## src/rtl/uart_tx_arbiter.sv

```systemverilog
// uart_tx_arbiter: shares one UART TX byte stream between NUM_REQ sources.
// Round-robin at message granularity, optional idle gap after each message.
module uart_tx_arbiter #(
    parameter int NUM_REQ    = 4,
    parameter int DATA_W     = 8,
    parameter int GAP_CYCLES = 0,
    localparam int GW = (NUM_REQ > 1) ? $clog2(NUM_REQ) : 1
) (
    input  logic                        sys_clk,
    input  logic                        sys_rst,
    input  logic [NUM_REQ-1:0]          req_valid,
    input  logic [NUM_REQ*DATA_W-1:0]   req_data,
    input  logic [NUM_REQ-1:0]          req_last,
    output logic [NUM_REQ-1:0]          req_ready,
    output logic                        tx_valid,
    output logic [DATA_W-1:0]           tx_data,
    input  logic                        tx_ready,
    output logic [GW-1:0]               grant_id,
    output logic                        busy
);

    localparam int CW = (GAP_CYCLES > 1) ? $clog2(GAP_CYCLES) : 1;
    localparam logic [CW-1:0] GAP_LOAD =
        CW'((GAP_CYCLES > 0) ? GAP_CYCLES - 1 : 0);

    typedef enum logic [1:0] {
        IDLE,
        SEND,
        GAP
    } state_t;

    state_t              state;
    logic [GW-1:0]       rr_ptr;
    logic [CW-1:0]       gap_cnt;
    logic                found;
    logic [GW-1:0]       winner;
    logic [GW-1:0]       cand;
    logic [GW-1:0]       next_ptr;
    logic                hs_last;
    logic [DATA_W-1:0]   req_bytes [NUM_REQ];

    for (genvar i = 0; i < NUM_REQ; i++) begin : g_unpack
        assign req_bytes[i] = req_data[i*DATA_W +: DATA_W];
    end

    // First valid requester at or after rr_ptr, wrapping modulo NUM_REQ.
    always_comb begin
        found  = 1'b0;
        winner = '0;
        cand   = '0;
        for (int i = 0; i < NUM_REQ; i++) begin
            cand = GW'((int'(rr_ptr) + i) % NUM_REQ);
            if (!found && req_valid[cand]) begin
                found  = 1'b1;
                winner = cand;
            end
        end
    end

    assign next_ptr = GW'((int'(grant_id) + 1) % NUM_REQ);
    assign hs_last  = (state == SEND) && req_valid[grant_id]
                   && tx_ready && req_last[grant_id];

    // Message-level grant FSM: grant holds until the accepted last byte.
    always_ff @(posedge sys_clk) begin
        if (sys_rst) begin
            state    <= IDLE;
            rr_ptr   <= '0;
            grant_id <= '0;
            gap_cnt  <= '0;
        end else begin
            unique case (state)
                IDLE: begin
                    if (found) begin
                        grant_id <= winner;
                        state    <= SEND;
                    end
                end
                SEND: begin
                    if (hs_last) begin
                        rr_ptr <= next_ptr;
                        if (GAP_CYCLES > 0) begin
                            state   <= GAP;
                            gap_cnt <= GAP_LOAD;
                        end else begin
                            state <= IDLE;
                        end
                    end
                end
                GAP: begin
                    if (gap_cnt == '0) begin
                        state <= IDLE;
                    end else begin
                        gap_cnt <= gap_cnt - 1'b1;
                    end
                end
                default: state <= IDLE;
            endcase
        end
    end

    // Zero-latency passthrough of the granted requester while sending.
    always_comb begin
        req_ready = '0;
        tx_valid  = 1'b0;
        tx_data   = req_bytes[grant_id];
        if (state == SEND) begin
            tx_valid            = req_valid[grant_id];
            req_ready[grant_id] = tx_ready;
        end
    end

    assign busy = (state != IDLE);

endmodule

```

## config.mk

```make
export PLATFORM = sky130hd
export DESIGN_NAME = uart_tx_arbiter
export DESIGN_NICKNAME = d
export VERILOG_FILES = /design/src/rtl/uart_tx_arbiter.sv
export SDC_FILE = /design/constraint.sdc
export NUM_CORES = 1
export LEC_CHECK = 0
export ABC_AREA = 1
export CAP_MARGIN = 20
export CORE_MARGIN = 2
export CORE_UTILIZATION = 34
export DETAILED_ROUTE_END_ITERATION = 8
export GPL_TIMING_DRIVEN = 0
export PLACE_DENSITY = 0.79
export SLEW_MARGIN = 20
export SYNTH_ARGS = -nofsm -noshare
export SYNTH_HDL_FRONTEND = slang
export SYNTH_SLANG_ARGS = --single-unit
```

## constraint.sdc

```tcl
create_clock -name sys_clk -period 2 [get_ports sys_clk]
set_input_delay 0.2 -clock sys_clk [delete_from_list [all_inputs] [get_ports sys_clk]]
set_output_delay 0.2 -clock sys_clk [all_outputs]
set_load 0.005 [all_outputs]
```

# [After elaboration in Yosys (flattened, before gate mapping)]
# Cells that the tools add are included.
[op_classes] n_eq_ne=5 muxes=32 n_addsub=5 reduce_logical=15 bitwise_logic=2 magnitude_cmp=7
[ops] cell="8-bit binary-select mux with 2-bit select" count=1
[ops] cell="8-bit two-way mux" count=2
[ops] cell="2-bit by 3-bit < comparator with 1-bit output (second input constant)" count=5
[ops] cell="2-bit two-way mux" count=7
[ops] cell="1-bit two-way mux" count=13
[ops] cell="1-bit binary-select mux with 2-bit select" count=6
[ops] cell="1-bit logical AND" count=7
[ops] cell="2-bit inequality test (second input constant)" count=3
[ops] cell="2-bit case mux with 3 select lines" count=1
[ops] cell="2-bit by 1-bit adder with 2-bit output (second input constant)" count=2
[ops] cell="2-bit adder (second input constant)" count=2
[ops] cell="4-bit bitwise AND" count=1
[ops] cell="4-bit two-way mux" count=1
[ops] cell="2-bit AND reduction" count=2
[ops] cell="3-bit >= comparator (second input constant)" count=1
[ops] cell="1-bit zero test" count=3
[ops] cell="2-bit NOT with 3-bit output" count=1
[ops] cell="3-bit AND reduction" count=1
[ops] cell="1-bit demux with 2-bit select" count=1
[ops] cell="2-bit by 1-bit == test with 1-bit output (second input constant)" count=1
[ops] cell="2-bit == test (second input constant)" count=1
[ops] cell="2-bit by 1-bit >= comparator with 1-bit output (second input constant)" count=1
[ops] cell="2-bit zero test" count=1
[ops] cell="2-bit nonzero test" count=1
[ops] cell="1-bit subtractor (second input constant)" count=1
[totals] wordCells=70 input_bits=43 reg_bits=7

# [Logic depth before layout (Yosys ltp)]
[logic_depth] word_depth=14 depth_mapped=11

# [Least setup slack after synthesis]
# Ideal clock, no wire load.
[synth_timing] path_type="reg-to-reg" from="register grant_id[0]" to="register rr_ptr[1]" setup_slack_ns=0.507 n_path_buf=2 synth_period_minus_slack_ns=1.493 setup_time_ns=0.118 required_time_ns=1.882 path_stages_with_launch=7 t_arrival_ns=1.375 cell_sequence="dfxtp_1 inv_1 clkbuf_1 buf_2 ha_1 nor3_1 nor2_1"
[synth_via] word_cells_on_any_way=9 classes_between="1 x add/sub; 4 x mux; 4 x reduce/logical"
[synth_lines] item="from (decl)" line_no="18" rtl="output logic [GW-1:0] grant_id,"
[synth_lines] item="from (signal assigned)" line_no="75" rtl="grant_id <= winner;"
[synth_lines] item="2-bit by 1-bit adder with 2-bit output" line_no="60" rtl="assign next_ptr = GW'((int'(grant_id) + 1) % NUM_REQ);"
[synth_lines] item="named net next_ptr[1]" line_no="38" rtl="logic [GW-1:0] next_ptr;"
[synth_lines] item="to (signal assigned)" line_no="81" rtl="rr_ptr <= next_ptr;"
[synth_lines] item="to (decl)" line_no="33" rtl="logic [GW-1:0] rr_ptr;"
# The timed path passes the listed nets, and every way through them passes these cells. The select of a mux whose other input is x is not followed.
# A chain may end at the register's enable or synchronous reset.

# [Worst setup path after layout]
[layout_timing] from="register grant_id[0]" to="output tx_data[6]"
[layout_via] elab_chain_len=4
[layout_rtl] item="2-bit NOT with 3-bit output (implied by the code)" line_no="106" rtl="tx_data = req_bytes[grant_id];"
[layout_rtl] item="8-bit binary-select mux with 2-bit select" line_no="106"
[layout_rtl] item="8-bit two-way mux (implied by the code) (2 in series)" line_no="106"
[layout_rtl] item="to (decl)" line_no="16" rtl="output logic [DATA_W-1:0] tx_data,"
# Every way passes these cells. The select of a mux whose other input is x is not followed.

==> results by group <==
Finish
  • FF+latch area: 105 sq um
  • Multi-input logic area: 617 sq um
  • FILL cells: 209
  • P&R area growth vs syn: 84.8%
  • # nets final: 266
  • Cell area after layout: 1510 sq um
  • Post-Layout Cell Count: 246
  • ANT cells: 0
  • Final core utilization: 0.675
  • Fraction of layout cells with a size suffix above 1: 0.106

Critical path
  • Setup CP Type: reg -> out
  • Startpoint types: register
  • R2R Path Start: rr_ptr[0]
  • R2r endpoint: grant_id[0]
  • Largest stage delay on the critical path: 0.53 ns
  • Worst Setup EP: tx_data[6]
  • CP startpoint: grant_id[0]
  • R2R depth: 10
  • CP Capture Type: output pin
  • Worst path arrival time: 1.74 ns
  • Crit Path Max Fanout: 11
  • CP Cell Sequence: inv_2 -> clkbuf_8 -> buf_8 -> nor2_1 -> o22ai_1 -> clkdlybuf4s50_1
  • R2r setup slk: 0.51 ns
  • Worst Path Required: 1.80 ns
  • Worst path slowest cell: clkdlybuf4s50_1

Placement
  • Post-place instance area: 1430 sq um
  • Hpwl dp: 2430 microns
  • GPL Wtd Cong: 0.817
  • Port buffer count: 58
  • Placed insts: 242

Power
  • Peak supply drop: 0.530 mV
  • Power density cells: 537 nW/um^2
  • LEAKAGE: 0.718 nW
  • Pwr Total: 0.000809 W

Logic synthesis
  • Synth Cell Area: 816 sq um
  • Area leader, netlist: nor2_1
  • Top post-synthesis cells by area: nor2_1 15%, o21ai_0 15%, nand2_1 14%, dfxtp_1 12%, inv_1 7.4%
  • Adder-Cell Fraction of Synth Area: 0.0613
  • Simple-gate share of the synthesized area: 0.429
  • Mapped Nets: 203
  • Yosys warns: 0
  • XOR/XNOR share of the synthesized area: 0
  • Compound-Gate Fraction of Synth Area: 0.265
  • Sequential element share of the synthesized area: 0.123
  • Largest family of logic cells by synthesized area: simple AND/OR/NAND/NOR gates
  • Most frequent cell after synthesis: nor2_1
  • Multiplexer share of the synthesized area: 0
  • Number of flops mapped to enable cells by yosys: 0
  • Yosys top cell area share: 0.152
  • Top cells by count, synth: 33 x nor2_1, 31 x nand2_1, 24 x o21ai_0
  • FFs w/ async S/R, synth: 0
  • Post-synthesis register bit count: 5
  • Synthesized instance count: 156
  • Ys flop type: dfxtp_1
  • Cell variety after synth: 19
  • Avg Inst Size Synth: 5.23 sq um

STA
  • Worst Max-Slew Pin Slew: 0.327 ns
  • Final number of setup-violating endpoints: 0
  • Final hold violation count: 0
  • Worst Skew: 0.00352 ns
  • Pins Over Slew Limit: 0
  • Fmax: 516 MHz
  • Slew HR: 0.781
  • Min Clock Period, post-route: 1.94 ns
  • Unrepaired setup endpoints after global routing: false
  • Tcrit/Tclk final: 0.968

CTS
  • Worst-skew pair later-pin latency: 0.25 ns
  • Clock Sink Count: 5
  • Clock buffer depth: 2
  • Clk pin slew, worst setup/hold paths: 0.04 ns
  • H-tree depth: 1
  • Root buffer cell: clkbuf_4
  • CTS tree: done
  • Total CTS buffers: 3

Floorplan
  • Die area: 2810 sq um
  • Die Wd: 53.0 microns
  • Number of core rows: 17
  • Ports: 59
  • Starting Density: 0.365
  • Die Y: 53.0 microns
  • Core area: 2230 sq um

Run status
  • Status: finished, final reports clean

Global routing
  • Overall Global Routing Usage: 0.232
  • Global route total overflow: 0
  • Vias in the first global route: 1,078
  • Initial antenna violation count: 0
  • Wire length of the first global-routing pass: 4750 microns
  • Largest net degree at the start of global routing: 12

Route
  • Remaining DRCs: 0
  • Vias per std cell: 5.10
  • First-pass detailed-route iteration total: 4
  • Total routed wirelength: 3100 microns
  • Vias: 1,255
  • Starting DRT DRC Count: 31
  • Avg WL per Cell: 12.6 microns
  • DRT antenna net count: 0

Min path
  • Hold Crit Class: reg -> reg

Run
  • Max_cap viols: 0
[repair_timing]
item,CTS,global route
setup buffers,0,0
endpoints found under the hold margin,0,0
endpoints found under the setup margin,10,10
hold buffers,0,0
resized for setup,14,11
[per-layer routing]
| metal | part of all wire | up-vias | routed length [microns] | track usage |
|---|---|---|---|---|
| met1 | 0.46 | 577 | 1410 | 0.285 |
| met2 | 0.46 | 41 | 1430 | 0.402 |
| met3 | 0.064 | 8 | 197 | 0.0367 |
| met4 | 0.020 | 0 | 61 | 0.0897 |
| met5 | 0 | - | 0 | 0 |
| li1 | - | 629 | - | - |
[metrics by stage]
| step | hold WS, ns | setup slack, ns | setup TNS (ns) |
|---|---|---|---|
| 4_1_cts | 0.530 | 0.0161 | 0 |
| 6_report | 0.518 | 0.0637 | 0 |
| 2_1_floorplan | 0.364 | 0.507 | 0 |
| 5_1_grt | 0.563 | 0.00616 | 0 |
| 3_3_place_gp | 0.493 | -0.182 | -1.07 |
| 3_5_place_dp | 0.515 | -0.236 | -1.55 |
[how the worst min path moves through the flow]
stage                  start  endpoint  cells past startpoint
global route        state[0]  state[0]                      2
CTS                 state[0]  state[0]                      2
global placement    state[0]  state[0]                      2
finish              state[0]  state[0]                      2
floorplan            sys_rst  state[0]                      3
detailed placement  state[0]  state[0]                      2
[cell families (layout without fill, tap and decap cells)]
family,count (synthesis),count (layout)
compound gates,41,41
flops,5,5
buf+inv,24,86
simple gates,82,82
fa+ha+maj,4,4
[sequential cells by signal, summed over array words and instances (netlist names)]
register,cells
rr_ptr,2
grant_id,2
state,1
[cell type report]
| type | count | share of cell area |
|---|---|---|
| well taps | 28 | 0.0232 |
| plain buffers | 7 | 0.0465 |
| multi-input cells | 127 | 0.409 |
| flip-flops and latches | 5 | 0.0697 |
| clock buffers | 4 | 0.0174 |
| repair buffers | 58 | 0.392 |
| inverters | 17 | 0.0423 |
[worst max-delay path, delay by kind of cell, from the launching register on]
family                 cells  cell delay [ns]
AOI/OAI and AO/OA          1             0.15
and+or+nand+nor            1             0.04
buffers and inverters      4             0.93
DFF                        1             0.36
[layout by cell type (no fill, tap or decap), drive strengths merged]
master          n
o21ai          28
clkbuf          6
inv            17
nand2          37
nand3           8
dlymetal6s2s    5
clkdlybuf4s50  51
nor3            2
ha              4
dfxtp           5
a21oi           4
o22ai           9
dlygate4sd2     2
buf             5
nor2           35
[report_power, final]
| group | leakage, nW | switching, W | internal [W] |
|---|---|---|---|
| clock | 0.0150 | 0.0000425 | 0.0000755 |
| sequential | 0.0422 | 0.0000189 | 0.000115 |
| combinational | 0.661 | 0.000267 | 0.000291 |
| total | 0.718 | 0.000328 | 0.000481 |
Power figures use the tool's default switching activity.
